==> config.mk <==
export PLATFORM = sky130hd
export DESIGN_NAME = cdc_handshake_receiver
export DESIGN_NICKNAME = d
export VERILOG_FILES = /design/src/rtl/cdc_pkg.sv /design/src/rtl/bus_synchronizer.sv /design/src/rtl/cdc_handshake_receiver.sv
export SDC_FILE = /design/constraint.sdc
export NUM_CORES = 1
export LEC_CHECK = 0
export CORE_MARGIN = 5
export CORE_UTILIZATION = 43
export DETAILED_ROUTE_END_ITERATION = 10
export GPL_TIMING_DRIVEN = 0
export HOLD_SLACK_MARGIN = 0.15
export PLACE_DENSITY = 0.8
export SKIP_CTS_REPAIR_TIMING = 1
export SYNTH_ARGS = -nofsm -noshare
export SYNTH_HDL_FRONTEND = slang
export SYNTH_SLANG_ARGS = --single-unit
export TNS_END_PERCENT = 1
==> constraint.sdc <==
create_clock -name clk -period 3.37 [get_ports clk]
set_input_delay 0.5055 -clock clk [delete_from_list [all_inputs] [get_ports clk]]
set_output_delay 0.5055 -clock clk [all_outputs]
set_load 0.01 [all_outputs]
==> src/rtl/cdc_pkg.sv <==
// Shared definitions for the toggle request/acknowledge crossing receiver.
package cdc_pkg;

  localparam int unsigned STAGE_COUNT_MIN = 2;
  localparam int unsigned STAGE_COUNT_MAX = 4;

  typedef enum logic {
    ST_IDLE  = 1'b0,
    ST_VALID = 1'b1
  } state_t;

endpackage

==> src/rtl/bus_synchronizer.sv <==
// Multi-flop synchronizer chain; each bit is resynchronized independently.
module bus_synchronizer #(
  parameter int unsigned BUS_WIDTH   = 1,
  parameter int unsigned STAGE_COUNT = 2
) (
  input  logic                 clk,
  input  logic                 reset_n,
  input  logic [BUS_WIDTH-1:0] async_in,
  output logic [BUS_WIDTH-1:0] sync_out
);

  logic [BUS_WIDTH-1:0] stage_q [STAGE_COUNT];

  // Shift the asynchronous input through the flop chain.
  always_ff @(posedge clk or negedge reset_n) begin
    if (!reset_n) begin
      for (int i = 0; i < int'(STAGE_COUNT); i++) begin
        stage_q[i] <= '0;
      end
    end else begin
      stage_q[0] <= async_in;
      for (int i = 1; i < int'(STAGE_COUNT); i++) begin
        stage_q[i] <= stage_q[i-1];
      end
    end
  end

  assign sync_out = stage_q[STAGE_COUNT-1];

endmodule

==> src/rtl/cdc_handshake_receiver.sv <==
// Destination side of a toggle req/ack crossing: sync request, capture word,
// hand it to the consumer with valid/ready, then return the ack toggle.
module cdc_handshake_receiver
  import cdc_pkg::*;
#(
  parameter int unsigned BUS_WIDTH   = 8,
  parameter int unsigned STAGE_COUNT = 2
) (
  input  logic                 clk,
  input  logic                 reset_n,
  input  logic                 src_req_toggle,
  input  logic [BUS_WIDTH-1:0] src_data,
  output logic                 dst_ack_toggle,
  output logic [BUS_WIDTH-1:0] out_data,
  output logic                 out_valid,
  input  logic                 out_ready,
  output logic                 overrun_err,
  input  logic                 err_clr,
  output logic                 busy
);

  if (STAGE_COUNT < STAGE_COUNT_MIN || STAGE_COUNT > STAGE_COUNT_MAX) begin : g_bad_stage_count
    $error("cdc_handshake_receiver: STAGE_COUNT out of range");
  end

  state_t               state_q, state_d;
  logic [0:0]           req_sync_vec;
  logic                 req_sync;
  logic                 req_seen_q, req_seen_d;
  logic                 pend_in_valid_q, pend_in_valid_d;
  logic                 pending;
  logic                 overrun_set;
  logic [BUS_WIDTH-1:0] out_data_d;
  logic                 out_valid_d;
  logic                 ack_d;
  logic                 overrun_d;
  logic                 busy_d;

  // Request toggle synchronizer; the only consumer of src_req_toggle.
  bus_synchronizer #(
    .BUS_WIDTH   (1),
    .STAGE_COUNT (STAGE_COUNT)
  ) u_req_sync (
    .clk      (clk),
    .reset_n  (reset_n),
    .async_in (src_req_toggle),
    .sync_out (req_sync_vec)
  );

  assign req_sync = req_sync_vec[0];
  assign pending  = (req_sync != req_seen_q);

  // State, capture, ack and error registers.
  always_ff @(posedge clk or negedge reset_n) begin
    if (!reset_n) begin
      state_q         <= ST_IDLE;
      req_seen_q      <= 1'b0;
      pend_in_valid_q <= 1'b0;
      out_data        <= '0;
      out_valid       <= 1'b0;
      dst_ack_toggle  <= 1'b0;
      overrun_err     <= 1'b0;
      busy            <= 1'b0;
    end else begin
      state_q         <= state_d;
      req_seen_q      <= req_seen_d;
      pend_in_valid_q <= pend_in_valid_d;
      out_data        <= out_data_d;
      out_valid       <= out_valid_d;
      dst_ack_toggle  <= ack_d;
      overrun_err     <= overrun_d;
      busy            <= busy_d;
    end
  end

  // Next-state and next-output logic; overrun fires on pending rising while VALID.
  always_comb begin
    state_d     = state_q;
    req_seen_d  = req_seen_q;
    out_data_d  = out_data;
    out_valid_d = out_valid;
    ack_d       = dst_ack_toggle;
    overrun_set = 1'b0;

    case (state_q)
      ST_IDLE: begin
        if (pending) begin
          out_data_d  = src_data;
          req_seen_d  = req_sync;
          out_valid_d = 1'b1;
          state_d     = ST_VALID;
        end
      end
      ST_VALID: begin
        if (pending && !pend_in_valid_q) begin
          overrun_set = 1'b1;
        end
        if (out_valid && out_ready) begin
          out_valid_d = 1'b0;
          ack_d       = ~dst_ack_toggle;
          state_d     = ST_IDLE;
        end
      end
      default: begin
        state_d = ST_IDLE;
      end
    endcase

    pend_in_valid_d = (state_q == ST_VALID) && (state_d == ST_VALID) && pending;
    overrun_d       = overrun_set | (overrun_err & ~err_clr);
    busy_d          = (state_d != ST_IDLE);
  end

endmodule

# Word level (Yosys, flattened, before mapping)
# Cells that the tools add are included.
[op_classes]
n_bitwise = 5
muxes = 8
n_eq_ne = 3
reduce_logical = 8
[ops]
columns = ["cell", "n"]
rows = [
  ["1-bit two-way mux", 6],
  ["2-bit AND reduction", 3],
  ["1-bit logical AND", 4],
  ["1-bit case mux with 2 select lines", 2],
  ["1-bit inverter", 3],
  ["2-bit by 1-bit != test with 1-bit output (second input constant)", 1],
  ["2-bit != test (second input constant)", 1],
  ["1-bit AND", 1],
  ["1-bit logical NOT", 1],
  ["1-bit != test", 1],
  ["1-bit OR", 1],
]
[totals]
register_bits = 16
elab_cells = 33
inputBits = 13

# Longest topological paths before layout
[logic_depth]
ltp_word = 5
mapped_depth = 4
ltp_nobuf = 3

# By module
# From an unflattened synthesis, not the netlist that was laid out.
[unflattened]
cells_unflattened = 38
hier_area_um2 = 583.1
[by_module_without_submodules]
columns = ["mod", "area_each_um2", "n_inst", "cells_per_inst"]
rows = [
  ["cdc_handshake_receiver", 533.0, 1, 36],
  ["bus_synchronizer", 50.0, 1, 2],
]

# Worst setup path after synthesis
# Ideal clock, no wire load.
[synth_timing]
kind = "register to register"
startpoint = "register req_seen_q"
endpoint = "register out_data[0]"
path_buffers = 1
arrival_ns = 1.156
path_slack_ns = 2.089
required_time_ns = 3.245
stages_incl_launch_ff = 5
path_cell_list = "dfrtp_1 xor2_1 and2b_1 buf_6 mux2_4"
[synth_via]
elab_chain_cells = 2
[synth_lines]
columns = ["item", "line", "rtl"]
rows = [
  ["start, declared", "cdc_handshake_receiver.sv:29", "logic req_seen_q, req_seen_d;"],
  ["start signal, assigned", "cdc_handshake_receiver.sv:66", "req_seen_q <= req_seen_d;"],
  ["1-bit != test", "cdc_handshake_receiver.sv:51", "assign pending = (req_sync != req_seen_q);"],
  ["2-bit AND reduction (no source line)", "n/a", ""],
  ["end signal, assigned", "cdc_handshake_receiver.sv:68", "out_data <= out_data_d;"],
  ["end, declared", "cdc_handshake_receiver.sv:14", "output logic [BUS_WIDTH-1:0] out_data,"],
]
# Every way passes these cells.
# A chain may end at the register's enable or synchronous reset.

==> results.ini <==
[run_status]
status = finished, final reports clean

[floorplanning]
rows = 13
core-area_mm2 = 0.001318
io_pins = 25
dieArea_mm2 = 0.002277
initial_core_util_pct = 46.44
die-height_um = 47.72
die_x_um = 47.72

[routing]
routedWlPerCell_um = 14.28
vias = 378
drc_errors = 0
wirelength_mm = 1.142
ant_nets = 0
drt_iter0_markers = 0
dr.pass1.iters = 1
viasPerCell = 4.725

[timing]
hold_ws_ns = 0.3584
worst_slack_ns = 1.560
tightestPinTransition_ns = 0.6709
hold_viol = 0
skew_ns = 0.002456
rsz0062_at_grt = no
setup_viol = 0
slew_viol_final = 0
min_period_over_period_pct = 53.72
fin_crit_ns = 1.810
tns_ns = 0
clock.fmax_mhz = 552.4
max_slew_margin_pct = 55.13

[grt]
grt_util_all_layers_pct = 12.31
grt_pass1_wl_mm = 1.856
grt_pass1_vias = 409
grt_max_degree = 17
antenna_found_initial = 0
overflow = 0

[setup_path]
path_depth = 1
worstPathCellList = clkdlybuf4s50_1
r2r-end = out_data[1]
cp.required_ns = 2.86
cp_slowest_cell = clkdlybuf4s50_1
r2r_slack_ns = 1.98
end_kind = output port
cp_max_fo = 7
path_buf_inv = 1
r2r_start = req_seen_q
reg2regPathDepth = 4
arrival_ns = 1.30
cp_top_family = buffers and inverters
slowest_delay_ns = 0.57
critical_path_class = reg2out
startpoint_type = flop

[final_layout]
final_cell_mix = clkdlybuf4s50_1 (24), dfrtp_1 (16), mux2_4 (8), clkbuf_4 (3), nand2_1 (2)
regArea_um2 = 400.4
area_delta_synth_final_pct = 48.26
num-nets-final = 79
num_antenna_cells = 0
multiInputGateArea_um2 = 196.4
final_common_cell = clkdlybuf4s50_1
fillCellCount = 98
layout-drive-gt1-share_pct = 23.08

[synth]
syn_avg_cell_area_um2 = 16.54
syn_nets = 50
ys_seq_area_share_pct = 65.44
netlist_area_um2 = 611.8
syn_inst = 37
ys_types = 14
synth-seq-cells = 16
yosys_warnings = 0

[power]
power_density_mw_per_mm2 = 912.6
leakagePower_nw = 0.4071
vdd_drop_max_uv = 409.5

[hold_path]
min_to = u_req_sync.sync_out
hold_depth = 0
hold_start = u_req_sync.stage_q[1]
hold_path.class = reg2reg

[placement]
gp_congestion = 0.6488
pre_cts_ws_ns = 1.863
portBuffers = 24

[clock_tree]
clk_latency_ns = 0.28
cts-buffers-inserted = 3
cts-root-buf = clkbuf_4
clk_pin_slew_worst_paths_ns = 0.09
cts_num_sinks = 16
cts_tree = built
htree_levels = 1
cts_buffer_depth = 2

[job]
maxCapViolations = 0

[per-layer routing]
metal	vias up	share of wire [%]	track usage, %	routed length (µm)
met1	186	39	13.78	448
li1	180	-	-	-
met5	-	0	0	0
met2	12	53	21.11	610
met3	0	7.3	4.511	83
met4	0	0	4.839	0
[power breakdown]
part	switching, mW	total [mW]	internal, mW
Sequential	0.0532	0.329	0.276
Combinational	0.125	0.374	0.249
Clock	0.0588	0.124	0.0656
[flip-flops by register name, summed over array words and instances (netlist names)]
name / flops
out_valid: 1
overrun_err: 1
out_data: 8
u_req_sync.stage_q: 1
pend_in_valid_q: 1
dst_ack_toggle: 1
state_q: 1
req_seen_q: 1
u_req_sync.sync_out: 1
[stage by stage]
stage | total power, mW | util [%] | std cells | instance area (µm²)
final | 0.8278 | 68.85 | 80 | 907.1
after global routing | 0.8838 | 68.85 | 80 | 907.1
after CTS | 0.8412 | 68.85 | 80 | 907.1
after detailed placement | 0.7135 | 66.10 | 76 | 870.8
after global placement | 0.6968 | 66.10 | 76 | 870.8
after floorplan | 0.5228 | - | 37 | 611.8
[worst max-delay path by stage]
stage          startpoint           to
2_1_floorplan  req_seen_q  out_data[0]
3_3_place_gp      state_q         busy
3_5_place_dp      state_q         busy
4_1_cts           state_q         busy
5_1_grt           state_q         busy
6_report          state_q         busy
[cells in the mapped netlist, drive strengths merged]
library cell,n,area [µm²]
xor2,1,8.760
mux2,9,131.4
o22ai,1,6.260
nand3,1,5.000
nand2,2,7.510
a21o,1,8.760
a21oi,1,5.000
o21a,1,7.510
xnor2,1,8.760
inv,1,3.750
and2b,1,7.510
buf,1,11.26
dfrtp,16,400.4
[cell families after synthesis]
kind of cell	count (synthesis)	share of synthesized area, %
flip-flops	16	65.44
multiplexers	9	21.47
buffers and inverters	2	2.453
XOR/XNOR	2	2.864
AO/OA/AOI/OAI	4	4.500
AND/OR/NAND/NOR	4	3.272
[area by class of cell]
type | count | share of cell area (%)
clock buffer | 4 | 4.000
buffer | 1 | 1.241
timing repair buffer | 24 | 26.48
tap | 15 | 2.069
sequential | 16 | 44.14
inverter | 1 | 0.4138
multi-input combinational | 19 | 21.66
No activity file was read; power rests on OpenSTA's default activity.
